### src/rtl/vote_tally.sv
// Per-candidate EVM vote tally with lockout, multi-press reject and gated readout; optional VOTE_TALLY_CLEAR_EN adds clear_tally.
// Latency: counters update on the accepting edge; ack/reject/busy registered; readout valid one cycle after entering RESULT.
// Backpressure: none; pulses during LOCKOUT or RESULT are dropped, simultaneous presses are rejected.
module vote_tally #(
    parameter int NUM_CAND       = 4,
    parameter int CNT_W          = 16,
    parameter int LOCKOUT_CYCLES = 8
) (
    input  logic                        clock,
    input  logic                        reset,
    input  logic                        mode,
    input  logic [NUM_CAND-1:0]         valid_vote,
    input  logic [$clog2(NUM_CAND)-1:0] sel,
`ifdef VOTE_TALLY_CLEAR_EN
    input  logic                        clear_tally,
`endif
    output logic [CNT_W-1:0]            vote_count,
    output logic [CNT_W-1:0]            total_votes,
    output logic                        vote_ack,
    output logic                        vote_reject,
    output logic                        busy
);

    localparam int SEL_W = $clog2(NUM_CAND);
    localparam int LCK_W = $clog2(LOCKOUT_CYCLES + 1);

    typedef enum logic [1:0] {
        S_IDLE    = 2'd0,
        S_LOCKOUT = 2'd1,
        S_RESULT  = 2'd2
    } state_t;

    state_t            state_q, state_d;
    logic [LCK_W-1:0]  lock_q, lock_d;
    logic [CNT_W-1:0]  cnt_q [NUM_CAND];
    logic [CNT_W-1:0]  cnt_d [NUM_CAND];
    logic [CNT_W-1:0]  total_q, total_d;
    logic              ack_d, rej_d;

    logic              multi_press;
    logic              one_press;
    logic [NUM_CAND-1:0] sat_vec;
    logic [CNT_W-1:0]  rd_count;
    logic              show;

    assign multi_press = (valid_vote & (valid_vote - 1'b1)) != '0;
    assign one_press   = (valid_vote != '0) && !multi_press;

    always_comb begin
        sat_vec  = '0;
        rd_count = '0;
        for (int i = 0; i < NUM_CAND; i++) begin
            sat_vec[i] = &cnt_q[i];
            if (sel == SEL_W'(i)) rd_count = cnt_q[i];
        end
    end

    always_comb begin
        state_d = state_q;
        lock_d  = lock_q;
        cnt_d   = cnt_q;
        total_d = total_q;
        ack_d   = 1'b0;
        rej_d   = 1'b0;
        case (state_q)
            S_IDLE: begin
                if (mode) begin
                    state_d = S_RESULT;
                end else if (one_press) begin
                    ack_d   = 1'b1;
                    state_d = S_LOCKOUT;
                    lock_d  = LCK_W'(LOCKOUT_CYCLES);
                    // A vote for a saturated candidate is acked but leaves every counter alone.
                    if ((valid_vote & sat_vec) == '0) begin
                        for (int i = 0; i < NUM_CAND; i++) begin
                            if (valid_vote[i]) cnt_d[i] = cnt_q[i] + 1'b1;
                        end
                        if (!(&total_q)) total_d = total_q + 1'b1;
                    end
                end else if (multi_press) begin
                    rej_d = 1'b1;
                end
            end
            S_LOCKOUT: begin
                if (mode) begin
                    state_d = S_RESULT;
                    lock_d  = '0;
                end else if (lock_q <= LCK_W'(1)) begin
                    state_d = S_IDLE;
                    lock_d  = '0;
                end else begin
                    lock_d = lock_q - 1'b1;
                end
            end
            S_RESULT: begin
                if (!mode) state_d = S_IDLE;
`ifdef VOTE_TALLY_CLEAR_EN
                if (clear_tally) begin
                    for (int i = 0; i < NUM_CAND; i++) cnt_d[i] = '0;
                    total_d = '0;
                end
`endif
            end
            default: begin
                state_d = S_IDLE;
                lock_d  = '0;
            end
        endcase
    end

    // Readout only while RESULT was held across the edge, so leaving RESULT blanks at once.
    assign show = (state_q == S_RESULT) && (state_d == S_RESULT);

    always_ff @(posedge clock or posedge reset) begin
        if (reset) begin
            state_q     <= S_IDLE;
            lock_q      <= '0;
            for (int i = 0; i < NUM_CAND; i++) cnt_q[i] <= '0;
            total_q     <= '0;
            vote_count  <= '0;
            total_votes <= '0;
            vote_ack    <= 1'b0;
            vote_reject <= 1'b0;
            busy        <= 1'b0;
        end else begin
            state_q     <= state_d;
            lock_q      <= lock_d;
            cnt_q       <= cnt_d;
            total_q     <= total_d;
            vote_count  <= show ? rd_count : '0;
            total_votes <= show ? total_q : '0;
            vote_ack    <= ack_d;
            vote_reject <= rej_d;
            busy        <= (state_d == S_LOCKOUT);
        end
    end

endmodule

### config.mk
export PLATFORM = sky130hd
export DESIGN_NAME = vote_tally
export DESIGN_NICKNAME = d
export VERILOG_FILES = /design/src/rtl/vote_tally.sv
export SDC_FILE = /design/constraint.sdc
export NUM_CORES = 1
export LEC_CHECK = 0
export BUFFER_PORTS_ARGS = -buffer_cell sky130_fd_sc_hd__buf_2
export CORE_MARGIN = 1.5
export CORE_UTILIZATION = 60
export CTS_BUF_LIST = sky130_fd_sc_hd__clkbuf_8
export DETAILED_ROUTE_END_ITERATION = 8
export GPL_ROUTABILITY_DRIVEN = 0
export PLACE_DENSITY_LB_ADDON = 0.2
export SETUP_SLACK_MARGIN = 0.05
export SLEW_MARGIN = 20
export SYNTH_ARGS = -nofsm -noshare
export SYNTH_HDL_FRONTEND = slang
export SYNTH_SLANG_ARGS = --single-unit
### constraint.sdc
create_clock -name clock -period 6.4 [get_ports clock]
set_input_delay 1.28 -clock clock [delete_from_list [all_inputs] [get_ports clock]]
set_output_delay 1.28 -clock clock [all_outputs]
set_load 0.05 [all_outputs]
### After elaboration in Yosys (flattened, before gate mapping)

Index checks and enable logic that the tools add are counted.

* flip-flop bits (word level): 121
* bits of input ports: 9

* $add $sub $neg: 7
* magnitude comparators: 1
* equality and inequality tests: 9
* muxes and demuxes: 24
* bitwise operators: 5
* reductions and logical operators: 19

Operators by type and width (count)
* $mux W16: 6
* $add A16 B1 Y16 const B: 5
* $reduce_and A16 Y1: 5
* $reduce_and A5 Y1: 5
* $mux W4: 4
* $pmux W4 S3: 1
* $mux W2: 5
* $and A4 B4 Y4: 2
* $eq A2 B2 Y1 const B: 4
* $reduce_bool A4 Y1: 2
* $sub A4 B1 Y4 const B: 2
* $mux W1: 7
* $eq A2 B1 Y1 const B: 3
* $pmux W2 S3: 1
* $le A4 B1 Y1 const B: 1
* $logic_not A2 Y1: 2
* $logic_not A4 Y1: 1
* $ne A2 B2 Y1 const B: 2
* $not A1 Y1: 3
* $reduce_and A3 Y1: 1
* $logic_and A1 B1 Y1: 2
* $logic_not A1 Y1: 1

### Depth between registers and ports, before layout

Gate-level depths: netlist of run 1.

* depth in word-level cells: 11
* gate-level depth with buffers: 9

### Least setup slack after synthesis of run 1

No wires, ideal clock.

* path type: input port to flip-flop
* from: input port valid_vote[0]
* to: register cnt_q[37] (netlist name)
* data arrival time: 2.978 ns
* data required time: 6.276 ns
* slack: 3.298 ns
* cell stages on the path: 8
* buffers on the path: 1
* path through: buf_2 > or4b_1 > o311ai_2 > nand2_4 > clkinv_2 > nand3_4 > or4_1 > xnor2_1

* word-level cells in the longest chain between the ends: 6

RTL lines
* start: declaration: RTL line 12 `input logic [NUM_CAND-1:0] valid_vote,`
* $sub A4 B1 Y4: RTL line 46 `assign multi_press = (valid_vote & (valid_vote - 1'b1)) != '0;`
* $and A4 B4 Y4: RTL line 46
* $reduce_bool A4 Y1: RTL line 46
* $logic_not A1 Y1: RTL line 47 `assign one_press = (valid_vote != '0) && !multi_press;`
* $logic_and A1 B1 Y1: RTL line 47
* $reduce_and A5 Y1 (no source line) *
* end signal: assignment: RTL line 128 `cnt_q <= cnt_d;`
* end: declaration: RTL line 35 `logic [CNT_W-1:0] cnt_q [NUM_CAND];`

Mark *: on every way between the ends. The rest lies on a longest branch, timed or not.
A chain may end at the register's enable or synchronous reset.

### Final worst setup path of run 1

* from: input port valid_vote[3]
* to: register cnt_q[37] (netlist name)

The elaborated chain is that of the path after synthesis.

==> impl_metrics.env, run 1 <==
export IMPL_worst_setup_path_end_kind="flop"
export IMPL_postCtsSetupRepairBufs=0
export IMPL_num_antenna_cells=0
export IMPL_grt_max_degree=66
export IMPL_grt_overflow=0
export IMPL_p_sw_share_pct=28.8
export IMPL_finalNetCount=553
export IMPL_crit_path_top_delay_cell="or4_1"
export IMPL_p_int_w=0.00131
export IMPL_antenna_left=0
export IMPL_path_buf_inv=2
export IMPL_post_cts_resize_count=0
export IMPL_maxSlewViolCount=0
export IMPL_power_frac_comb_pct=12.0
export IMPL_rsz0062_at_grt="false"
export IMPL_synth_fp_nets=509
export IMPL_path_cells="buf_2, or4b_1, o311ai_2, nand2_4, clkinv_2, nand3_4, or4_1, xnor2_1"
export IMPL_fin_ws_ps=2860
export IMPL_critPathMaxStageDelay_ps=730
export IMPL_p_leak_nw=3.19
export IMPL_syn_to_final_growth_pct=12.6
export IMPL_fillers=673
export IMPL_powerDensity_nw_per_um2=285
export IMPL_power_share_clock_pct=39.1
export IMPL_firstDrtPassIters=6
export IMPL_synth_most_common_cell="dfrtp_1"
export IMPL_cap_viol_max_count=0
export IMPL_grt_pass1_vias=3749
export IMPL_grt_first_pass_wirelength_um=19200
export IMPL_period_needed_ps=3540
export IMPL_post_route_period_util_pct=55.3
export IMPL_power_total_w=0.00185
export IMPL_vias_per_cell=5.72
export IMPL_synth_seq_area_share_pct=52.7
export IMPL_setup_tns_final_ps=0
export IMPL_worstPathRequired_ps=6710
export IMPL_die_area_um2=10200
export IMPL_ios=44
export IMPL_portBuffers=43
export IMPL_fmax_mhz=283
export IMPL_seq_power_share_pct=48.9
export IMPL_synth_top_cell_by_area="dfrtp_1"
export IMPL_start_util_pct=61.9
export IMPL_drc=0
export IMPL_dp_hpwl_um=7940
export IMPL_final_core_util_pct=69.7
export IMPL_timing_slew_headroom_pct=36.1
export IMPL_syn_area_um2=5750
export IMPL_die_y_um=101
export IMPL_clockBufferDepth=2
export IMPL_crit_family="simple AND/OR/NAND/NOR gates"
export IMPL_vias=3887
export IMPL_core_area_um2=9280
export IMPL_async_flop_share_pct=100
export IMPL_synth_common_cells="dfrtp_1, xor2_1, and2_1"
export IMPL_placedCellCount=647
export IMPL_cp_max_fo=62
export IMPL_yosysTopAreaCellShare_pct=52.7
export IMPL_cts_htree_levels=4
export IMPL_syn_inst=493
export IMPL_skew_ps=13.5
export IMPL_setup_viol=0
export IMPL_fp_dieW_um=101
export IMPL_synth_seq_cells=121
export IMPL_clock_latency_ps=430
export IMPL_cts_sinks=121
export IMPL_hp_class="flop to flop"
export IMPL_cts_buffers_inserted=17
export IMPL_critPathLaunchType="input pin"
export IMPL_track_usage_pct=25.1
export IMPL_wl_um=11600
export IMPL_clk_pin_slew_worst_paths_ps=80
export IMPL_cp_arrival_ps=3850
export IMPL_tritoncts="built"
export IMPL_synth_area_top_cells="dfrtp_1, xor2_1, mux4_2"
export IMPL_tightest_slew_ps=959
export IMPL_dp_slack_ps=2460
export IMPL_wl_per_cell_um=17.2
export IMPL_num_rows=35
export IMPL_outcome="complete, no violations"
export IMPL_hold_violations=0
export IMPL_synth_edf_count=0
export IMPL_yosys_warnings=0
export IMPL_drt_iter0_markers=209
export IMPL_critical_path_class="input pin to flop"
export IMPL_layout_cells_non_filler=679
export IMPL_max_vdd_ir_drop_v=0.000136
export IMPL_drive_above_1_share_pct=21.1
export IMPL_cts_root_buf="clkbuf_8"
export IMPL_cts_hold_repair_buffers=0
export IMPL_synth_cell_types=46
export IMPL_postSynthAreaPerCell_um2=11.7
export IMPL_synthFlopType="dfrtp_1"
export IMPL_antenna_found_initial=0
export IMPL_p_sw_w=0.000533
[layer usage]
metal	GRT usage (%)	part of all wire [%]
met1	34.4	44
met2	40.0	50
met3	5.27	4.4
met4	8.56	0.96
met5	0	0
[cell type report]
type / count / area (um2) / area share [%]
sequential: 121 / 3030 / 46.8
clock buffer: 17 / 234 / 3.61
timing repair buffer: 44 / 223 / 3.44
multi-input combinational: 337 / 2570 / 39.8
clock inverter: 15 / 189 / 2.92
tap: 129 / 161 / 2.49
inverter: 16 / 63.8 / 0.986
[power by group through the flow]
| stage | logic (W) | registers, W | clock network, W |
|---|---|---|---|
| after detailed placement | 0.000223 | 0.000916 | 0 |
| after global routing | 0.000247 | 0.000913 | 0.000765 |
| final | 0.000221 | 0.000904 | 0.000722 |
| after CTS | 0.000225 | 0.000902 | 0.000733 |
| after global placement | 0.000211 | 0.000913 | 0 |
| after floorplan | 0.000145 | 0.000929 | 0 |
[registers in the layout, summed over array words and instances (netlist names)]
name and cells:
total_votes 16, vote_ack 1, state_q 2, cnt_q 64, busy 1, vote_count 16
lock_q 4, vote_reject 1, total_q 16
[worst paths after layout]
path | slack (ps) | depth (start not counted) | start | to
worst max-delay path | 2860 | 8 | valid_vote[3] | cnt_q[37]
worst min-delay path | 490 | 1 | total_q[6] | total_q[6]
worst max register to register | 3430 | 7 | cnt_q[48] | cnt_q[37]
worst min register to register | 490 | 1 | total_q[6] | total_q[6]
max in group asynchronous | 4210 | 3 | reset | cnt_q[44]
min in group asynchronous | 1000 | 2 | reset | lock_q[2]
[through the flow]
step	hold slack, ps	cell area [um2]
after floorplan	447	5750
after global placement	470	6040
after detailed placement	479	6040
after CTS	491	6470
after global routing	513	6470
final	490	6470
[layout by cell type (no fill, tap or decap), types with 2 or more instances in the layout]
cell,n
and2_1,33
or4_1,2
clkinvlp_4,2
nand2_1,32
clkbuf_8,17
dfrtp_1,121
nand4_1,23
nor4_1,19
o21ai_0,5
or4b_1,2
nor4b_2,2
bufinv_16,3
or2_2,2
buf_2,43
mux4_2,16
nand3_1,22
clkinv_2,2
nor3_1,19
nor4_2,8
nor2_1,30
xnor2_1,21
ha_1,7
and3_1,6
inv_6,5
mux2_2,5
and4_1,9
inv_1,14
clkinv_4,4
xor2_1,55
[worst register-to-register path: cells and delay by family, from the launching register on]
family	cells	cell delay, ps
adder cells (fa/ha/maj)	1	240
AND/OR/NAND/NOR	4	1750
AO/OA/AOI/OAI	1	290
XOR/XNOR	1	140
flip-flops	1	440
[kinds of logic (layout without fill, tap and decap cells)]
| family | after synthesis | count (layout) | share of synthesized area, % |
|---|---|---|---|
| xor gates and xnor gates | 76 | 76 | 11.6 |
| buffers and inverters | 35 | 92 | 2.66 |
| AOI/OAI and AO/OA | 15 | 15 | 1.96 |
| adders and majority gates | 8 | 8 | 1.70 |
| muxes | 21 | 21 | 7.25 |
| DFF | 121 | 121 | 52.7 |
| and+or+nand+nor | 217 | 217 | 22.2 |
Note: power is estimated with default switching activity, not from simulation.
==> inputs of run 2 (changes only) <==
CORE_UTILIZATION = 56   (was 60)
clock period = 2.8 ns   (was 6.4 ns; I/O delays follow)
==> run 2 against run 1 <==
Clock-buffer cell count grew 1. Clock power grew 140%. Largest cell class unchanged. Worst hold slack got worse by 220 ps. First-iteration DRC count up 52%. Critical path type is now flop to flop. Power increased by 130%. Sequential power grew 130%. Non-clock buffer count up 10. Sequential cell count did not move.
==> impl_metrics.env, run 2 (synthesis results as in run 1) <==
export IMPL_max_vdd_ir_drop_v=0.000416
export IMPL_layout_common_cells="dfrtp_1, xor2_1, buf_2"
export IMPL_core_area_um2=9860
export IMPL_r2r_start="cnt_q[37]"
export IMPL_critPathLaunchType="flop"
export IMPL_drive_above_1_share_pct=22.5
export IMPL_route_met2_wl_um=6030
export IMPL_maxSlewViolCount=0
export IMPL_postCtsSetupRepairBufs=0
export IMPL_cts_buffers_inserted=17
export IMPL_rsz0062_at_grt="false"
export IMPL_path_buf_inv=1
export IMPL_fin_ws_ps=230
export IMPL_period_needed_ps=2570
export IMPL_die_y_um=104
export IMPL_tightest_slew_ps=901
export IMPL_clk_pin_slew_worst_paths_ps=70
export IMPL_num_rows=36
export IMPL_firstDrtPassIters=7
export IMPL_grt_first_pass_wirelength_um=20300
export IMPL_cp_arrival_ps=2880
export IMPL_wl_um=12200
export IMPL_critPathMaxStageDelay_ps=580
export IMPL_finalNetCount=563
export IMPL_die_area_um2=10900
export IMPL_hp_class="input pin to async pin"
export IMPL_cts_hold_repair_buffers=0
export IMPL_timing_slew_headroom_pct=39.9
export IMPL_portBuffers=43
export IMPL_hold_violations=0
export IMPL_num_antenna_cells=0
export IMPL_drc=0
export IMPL_vias_per_cell=5.84
export IMPL_antenna_found_initial=0
export IMPL_dp_hpwl_um=8450
export IMPL_largest_reg_flops=64
export IMPL_start_util_pct=58.3
export IMPL_clockBufferDepth=2
export IMPL_cap_viol_max_count=0
export IMPL_crit_family="simple AND/OR/NAND/NOR gates"
export IMPL_worstSetupStartpoint="cnt_q[37]"
export IMPL_p_leak_nw=3.23
export IMPL_wl_met1_um=5220
export IMPL_fp_dieW_um=104
export IMPL_fmax_mhz=389
export IMPL_ios=44
export IMPL_powerDensity_nw_per_um2=657
export IMPL_top_register="cnt_q"
export IMPL_outcome="complete, no violations"
export IMPL_vias=4049
export IMPL_drt_iter0_markers=317
export IMPL_crit_path_top_delay_cell="or4_1"
export IMPL_clock_latency_ps=440
export IMPL_antenna_left=0
export IMPL_post_route_period_util_pct=91.8
export IMPL_critical_path_class="flop to flop"
export IMPL_worstPathRequired_ps=3110
export IMPL_cts_htree_levels=4
export IMPL_wl_per_cell_um=17.5
export IMPL_wl_met3_um=660
export IMPL_top_layer="met4"
export IMPL_final_common_cell="dfrtp_1"
export IMPL_cts_sinks=121
export IMPL_setup_viol=0
export IMPL_cp_max_fo=15
export IMPL_cts_root_buf="clkbuf_8"
export IMPL_skew_ps=9.97
export IMPL_grt_max_degree=122
export IMPL_tritoncts="built"
export IMPL_path_cells="nand4_1, or4_1, o32a_1, nand3_4, buf_4, nor4_1, xor2_1"
export IMPL_dp_slack_ps=78.7
export IMPL_worst_setup_path_end_kind="flop"
export IMPL_post_cts_resize_count=0
export IMPL_grt_overflow=0
export IMPL_syn_to_final_growth_pct=14.7
export IMPL_grt_pass1_vias=3941
export IMPL_setup_tns_final_ps=0
export IMPL_track_usage_pct=24.0
run 2: changes by cell type in the layout (fill, tap and decap cells not counted), sizes merged:
cell      change
bufinv        +1
clkinvlp      +4
buf          +10
clkbuf        +1
inv           -5
clkinv        -1
run 2: path summary, 6_finish.rpt:
kind / endpoint / slack, ps / depth (start not counted)
setup / recovery: total_q[13] / 230 / 7
hold / removal: lock_q[0] / 270 / 3
setup reg to reg: total_q[13] / 230 / 7
hold reg to reg: total_q[6] / 490 / 1
max in group asynchronous: total_q[15] / 2030 / 3
min in group clock: state_q[1] / 400 / 2
run 2: through the flow:
| stage | hold slack [ps] | util [%] | area, um2 | instances | power (W) |
|---|---|---|---|---|---|
| after CTS | 324 | 66.9 | 6600 | 693 | 0.00436 |
| after global placement | 467 | 62.3 | 6150 | 661 | 0.00258 |
| after global routing | 359 | 66.9 | 6600 | 693 | 0.00451 |
| final | 268 | 66.9 | 6600 | 693 | 0.00433 |
| after floorplan | 447 | - | 5750 | 493 | 0.00246 |
| after detailed placement | 478 | 62.3 | 6150 | 661 | 0.00262 |
run 2: worst reg2reg max path, delay by kind of cell, from the launching register on:
family | cells | cell delay (ps)
buffers and inverters | 1 | 240
AO/OA/AOI/OAI | 1 | 450
flip-flops | 1 | 460
AND/OR/NAND/NOR | 4 | 1120
XOR/XNOR | 1 | 170
run 2: final cells by class:
type	instances	area (um2)
clock buffer	18	248
clock inverter	14	198
fill	721	3270
inverter	16	65.1
multi-input combinational	337	2570
sequential	121	3030
tap	133	166
timing repair buffer	54	323
run 2: report_power, final:
part	switching, W	total, W	internal, W
clock network	0.000745	0.00174	0.000997
logic	0.000302	0.000518	0.000216
registers	0.000172	0.00207	0.00190
total	0.00122	0.00433	0.00311
run 2: routing by layer:
layer / up-vias / track usage, %
li1: 1857 / -
met1: 2043 / 32.7
met2: 126 / 37.1
met3: 23 / 6.20
met4: 0 / 9.23
met5: - / 0
